<file path="src/rtl/nios2_oci_dct_capture.sv">
// nios2_oci_dct_capture: captures OCI data/control-trace frames into a
// circular buffer, exposes them through a valid/ready read port, and tracks
// test-end signalling (CAPTURE -> DRAIN -> DONE).
// Optional macro NIOS2_OCI_DCT_CAPTURE_PARITY_EN adds a per-entry even-parity
// bit that is rechecked on every pop and reported on the sticky rd_par_err.
module nios2_oci_dct_capture #(
    parameter int DCT_W     = 30,
    parameter int CNT_W     = 4,
    parameter int DEPTH     = 16,
    parameter int WRAP_MODE = 1
) (
    input  logic                           clk,
    input  logic                           reset_n,
    input  logic [DCT_W-1:0]               dct_buffer,
    input  logic [CNT_W-1:0]               dct_count,
    input  logic                           test_ending,
    input  logic                           test_has_ended,
    input  logic                           rd_ready,
    output logic                           rd_valid,
    output logic [CNT_W+DCT_W-1:0]         rd_data,
    output logic [$clog2(DEPTH):0]         level,
    output logic                           overflow,
    output logic [15:0]                    drop_count,
    output logic                           capturing,
    output logic                           done,
    output logic                           rd_par_err
);
    localparam int AW = $clog2(DEPTH);
    localparam int LW = AW + 1;
    localparam int DW = CNT_W + DCT_W;
`ifdef NIOS2_OCI_DCT_CAPTURE_PARITY_EN
    localparam int MW = DW + 1;
`else
    localparam int MW = DW;
`endif

    typedef enum logic [1:0] {S_CAPTURE, S_DRAIN, S_DONE} state_t;

    state_t          state, state_next;
    logic [MW-1:0]   mem [DEPTH];
    logic [AW-1:0]   wr_ptr, rd_ptr;
    logic [LW-1:0]   level_next;
    logic [MW-1:0]   wdata;
    logic            full, push, pop;
    logic            do_write, overwrite, lost, rd_adv;

    assign full     = (level == LW'(DEPTH));
    assign rd_valid = (level != '0);
    assign push     = (dct_count != '0) && (state == S_CAPTURE);
    assign pop      = rd_valid && rd_ready;
    // Memory output is masked so an empty buffer always reads as zero.
    assign rd_data  = rd_valid ? mem[rd_ptr][DW-1:0] : '0;

`ifdef NIOS2_OCI_DCT_CAPTURE_PARITY_EN
    // Parity bit chosen so the whole stored word has even parity.
    assign wdata = {^{dct_count, dct_buffer}, dct_count, dct_buffer};
`else
    assign wdata = {dct_count, dct_buffer};
`endif

    // Decide write/overwrite/drop for this cycle and the resulting occupancy.
    always_comb begin
        do_write  = 1'b0;
        overwrite = 1'b0;
        lost      = 1'b0;
        if (push) begin
            if (!full || pop) begin
                do_write = 1'b1;
            end else if (WRAP_MODE != 0) begin
                do_write  = 1'b1;
                overwrite = 1'b1;
                lost      = 1'b1;
            end else begin
                lost = 1'b1;
            end
        end
        rd_adv     = pop || overwrite;
        level_next = level + LW'(do_write) - LW'(rd_adv);
    end

    // Test-end sequencing; DONE requires the buffer to be empty after this cycle.
    always_comb begin
        state_next = state;
        case (state)
            S_CAPTURE: begin
                if (test_ending)
                    state_next = S_DRAIN;
                else if (test_has_ended && level_next == '0)
                    state_next = S_DONE;
            end
            S_DRAIN: begin
                if (test_has_ended && level_next == '0)
                    state_next = S_DONE;
            end
            default: state_next = S_DONE;
        endcase
    end

    // Storage array; contents are unreachable after reset so it is not cleared.
    always_ff @(posedge clk) begin
        if (do_write)
            mem[wr_ptr] <= wdata;
    end

    // Pointers, occupancy, loss accounting and registered FSM outputs.
    always_ff @(posedge clk or negedge reset_n) begin
        if (!reset_n) begin
            state      <= S_CAPTURE;
            wr_ptr     <= '0;
            rd_ptr     <= '0;
            level      <= '0;
            overflow   <= 1'b0;
            drop_count <= '0;
            capturing  <= 1'b1;
            done       <= 1'b0;
        end else begin
            state     <= state_next;
            capturing <= (state_next == S_CAPTURE);
            done      <= (state_next == S_DONE);
            level     <= level_next;
            if (do_write)
                wr_ptr <= wr_ptr + 1'b1;
            if (rd_adv)
                rd_ptr <= rd_ptr + 1'b1;
            if (lost) begin
                overflow <= 1'b1;
                if (drop_count != 16'hFFFF)
                    drop_count <= drop_count + 16'd1;
            end
        end
    end

`ifdef NIOS2_OCI_DCT_CAPTURE_PARITY_EN
    // Sticky error: any popped entry whose stored word has odd parity.
    always_ff @(posedge clk or negedge reset_n) begin
        if (!reset_n)
            rd_par_err <= 1'b0;
        else if (pop && (^mem[rd_ptr]))
            rd_par_err <= 1'b1;
    end
`else
    assign rd_par_err = 1'b0;
`endif

endmodule

</file>
<file path="config.mk">
export PLATFORM = sky130hd
export DESIGN_NAME = nios2_oci_dct_capture
export DESIGN_NICKNAME = d
export VERILOG_FILES = /design/src/rtl/nios2_oci_dct_capture.sv
export SDC_FILE = /design/constraint.sdc
export NUM_CORES = 1
export LEC_CHECK = 0
export CAP_MARGIN = 25
export CORE_MARGIN = 2
export CORE_UTILIZATION = 40
export CTS_CLUSTER_DIAMETER = 120
export DETAILED_ROUTE_END_ITERATION = 16
export REMOVE_ABC_BUFFERS = 1
export SLEW_MARGIN = 5
export SYNTH_ARGS = -nofsm -noshare
export SYNTH_HDL_FRONTEND = slang
export SYNTH_SLANG_ARGS = --single-unit
</file>
<file path="constraint.sdc">
create_clock -name clk -period 3.9 [get_ports clk]
set_clock_uncertainty 0.15 [all_clocks]
set_input_delay 0.78 -clock clk [delete_from_list [all_inputs] [get_ports clk]]
set_output_delay 0.78 -clock clk [all_outputs]
set_load 0.01 [all_outputs]
</file>
==> results.py <==
metrics = {
    "yosys": {
        "ys_warn_count": 0,
        "synth.top_cell.area_share_pct": 72.4,
        "synthCells": 1015,
        "ys_ff_latch": 578,
        "syn_area_per_cell_um2": 22.2,
        "seq_area_frac_synth_pct": 76.2,
        "synth_top_flop_cell": "edfxtp_1",
        "synthArstFlopShare_pct": 5.88,
        "synth_area_leader_cell": "edfxtp_1",
        "yosys-top-cells-area": "edfxtp_1 (72%), mux4_2 (14%), dfrtp_1 (3.7%)",
        "synth_common_cells": "edfxtp_1 (544), mux4_2 (136), mux2i_1 (68), o22ai_1 (34), dfrtp_1 (33)",
        "synth_edf_count": 544,
        "syn-cell-area_mm2": 0.0226,
        "synth_cell_types": 50,
        "yosysMostFrequentCell": "edfxtp_1",
    },
    "finish": {
        "antenna_cells": 0,
        "synthToLayoutAreaGrowth_pct": 21.3,
        "fin_nets": 1243,
        "fin_area_mm2": 0.0274,
        "drive_gt1_share_pct": 27.2,
        "fin_util_pct": 48.8,
        "final_cells": 1997,
    },
    "sta": {
        "period_share_pct": 98.4,
        "tightest_slew_ps": 984,
        "hold_viol_final": 0,
        "finalSetupTns_ps": 0,
        "slew_headroom_pct": 34.2,
        "max_freq_mhz": 261,
        "worst_slack_ps": 61.5,
        "whs_ps": 326,
        "grt_setup_unrepaired": "yes",
        "drv_slew": 0,
        "setup_viol": 0,
        "period_minus_slack_ps": 3840,
    },
    "min_path": {
        "min_path_type": "reg2reg",
    },
    "global_route": {
        "grt_pass1_wl_um": 72900,
        "gr-total-overflow": 0,
        "grt_pass1_vias": 11400,
        "grt_max_degree": 51,
        "antenna_found_initial": 3,
        "grt_util_all_layers_pct": 17.2,
    },
    "floorplanning": {
        "dieHeight_um": 241,
        "die_area_mm2": 0.0583,
        "ioPinCount": 99,
        "rows": 87,
        "start_util_pct": 40.2,
        "die_w_um": 241,
        "core_area_mm2": 0.0561,
    },
    "place": {
        "dpl_worst_slack_ps": -248,
        "dpl_cell_area_mm2": 0.0250,
        "dp_hpwl_um": 26000,
        "placed_cells": 1870,
        "io_buffers": 97,
        "place_congestion": 0.762,
    },
    "outcome": {
        "status": "complete, no violations",
    },
    "detailed_routing": {
        "drcViolationCount": 0,
        "wirelength_met1_um": 22100,
        "routedWlPerCell_um": 25.1,
        "drt_iter0_drc": 733,
        "dr_wl_met2_um": 24500,
        "top_layer": "met5",
        "vias_per_cell": 5.40,
        "wl_met3_um": 2610,
        "postRouteAntennaNets": 0,
        "drt-total-wl_um": 50100,
        "dr.pass1.iters": 4,
        "vias": 10800,
    },
    "power_and_ir_drop": {
        "power_density_mw_per_mm2": 731,
        "p_comb_share_pct": 33.5,
        "p_int_mw": 14.0,
        "power.sequential.fraction_pct": 38.5,
        "leakage_nw": 9.19,
        "total_power_mw": 20.0,
        "p_sw_mw": 5.96,
        "vdd_drop_max_v": 0.000476,
        "switching_share_pct": 29.8,
        "clockPowerShare_pct": 28.1,
    },
    "critical_path": {
        "worstSetupPathType": "reg2out",
        "worstPathMaxFanout": 8,
        "cp-start-kind": "register",
        "worstPathArrival_ps": 2910,
        "cp.required_ps": 2970,
        "critPathCaptureType": "output port",
    },
    "clock_network": {
        "hold_buffers": 0,
        "clkTransAtPathRegs_ps": 60,
        "clk_latency_ps": 640,
        "cts_made_buffers": 58,
        "clockBufferDepth": 3,
        "tritoncts": "yes",
        "cts_root_buf": "clkbuf_16",
        "h-tree-depth": 2,
        "cts_sinks": 578,
    },
    "job": {
        "maxCapViolCount": 0,
    },
}
==> logic make-up after synthesis <==
logic type	after synthesis	synth area share (%)
other	1	0.0166
muxes	207	16.8
and+or+nand+nor	76	2.00
DFF	578	76.2
adders and majority gates	12	0.699
buffers and inverters	63	1.70
AOI/OAI and AO/OA	55	1.73
xor gates and xnor gates	23	0.893
==> sequential cells by signal, indices dropped and copies added (netlist names) <==
register	flops
level	5
state	2
overflow	1
wr_ptr	4
rd_ptr	4
drop_count	16
done	1
mem	544
capturing	1
==> placed cells by master (no fill, tap or decap), drive strengths merged, types with 5 or more instances in the layout <==
master / synthesis / layout
edfxtp: 544 / 544
mux4: 136 / 136
clkdlybuf4s50: 0 / 80
clkbuf: 11 / 73
mux2i: 68 / 68
buf: 42 / 67
o22ai: 34 / 34
dfrtp: 33 / 33
clkinv: 0 / 29
nand2: 18 / 18
xor2: 16 / 16
nor2: 16 / 16
dlymetal6s2s: 0 / 15
ha: 11 / 11
inv: 10 / 11
xnor2: 7 / 7
nand3: 7 / 7
bufinv: 0 / 7
nor3: 7 / 7
a211oi: 6 / 6
nor4: 6 / 6
nand4: 5 / 5
==> critical path: stages, from the launching register on <==
cell and delay [ps]:
dfrtp_1 410, inv_1 90, ha_1 180, or4b_4 540
nand2_4 210, clkbuf_16 230, o22ai_1 110, clkdlybuf4s50_1 490
==> per-layer routing <==
metal,up-vias,global-route usage (%)
met4,4,4.68
met5,-,0
li1,4613,-
met1,5810,24.3
met2,285,27.7
met3,64,3.13
==> timing repair <==
action,4_1_cts,5_1_grt
setup endpoints to repair,34,28
pin swaps,0,0
endpoints found under the hold margin,0,0
cloned,3,5
buffers inserted,7,3
gates resized for setup,14,18
==> area by class of cell <==
cell class | count | area, µm²
Clock buffer | 69 | 1490
Clock inverter | 40 | 455
Fill cell | 4487 | 28700
Inverter | 10 | 37.5
Multi-Input combinational cell | 374 | 5150
Sequential cell | 578 | 17200
Tap cell | 756 | 946
Timing Repair Buffer | 170 | 2100
==> path summary, 6_finish.rpt <==
kind,depth (start not counted),end,from,slack (ps)
worst max-delay path,7,rd_data[27],level[3],60
worst min-delay path,1,overflow,overflow,330
worst max register to register,12,capturing,level[3],320
worst min register to register,1,overflow,overflow,330
max in group asynchronous,2,rd_ptr[0],reset_n,2810
min in group asynchronous,2,drop_count[9],reset_n,390
==> power groups by stage <==
stage          Clock (mW)  Combinational [mW]  Sequential (mW)
2_1_floorplan           0                3.31             8.25
3_3_place_gp            0                6.20             7.82
3_5_place_dp            0                6.23             7.84
4_1_cts              5.72                6.60             7.69
5_1_grt              5.96                7.15             7.74
6_report             5.61                6.70             7.69
Power figures use the tool's default switching activity.
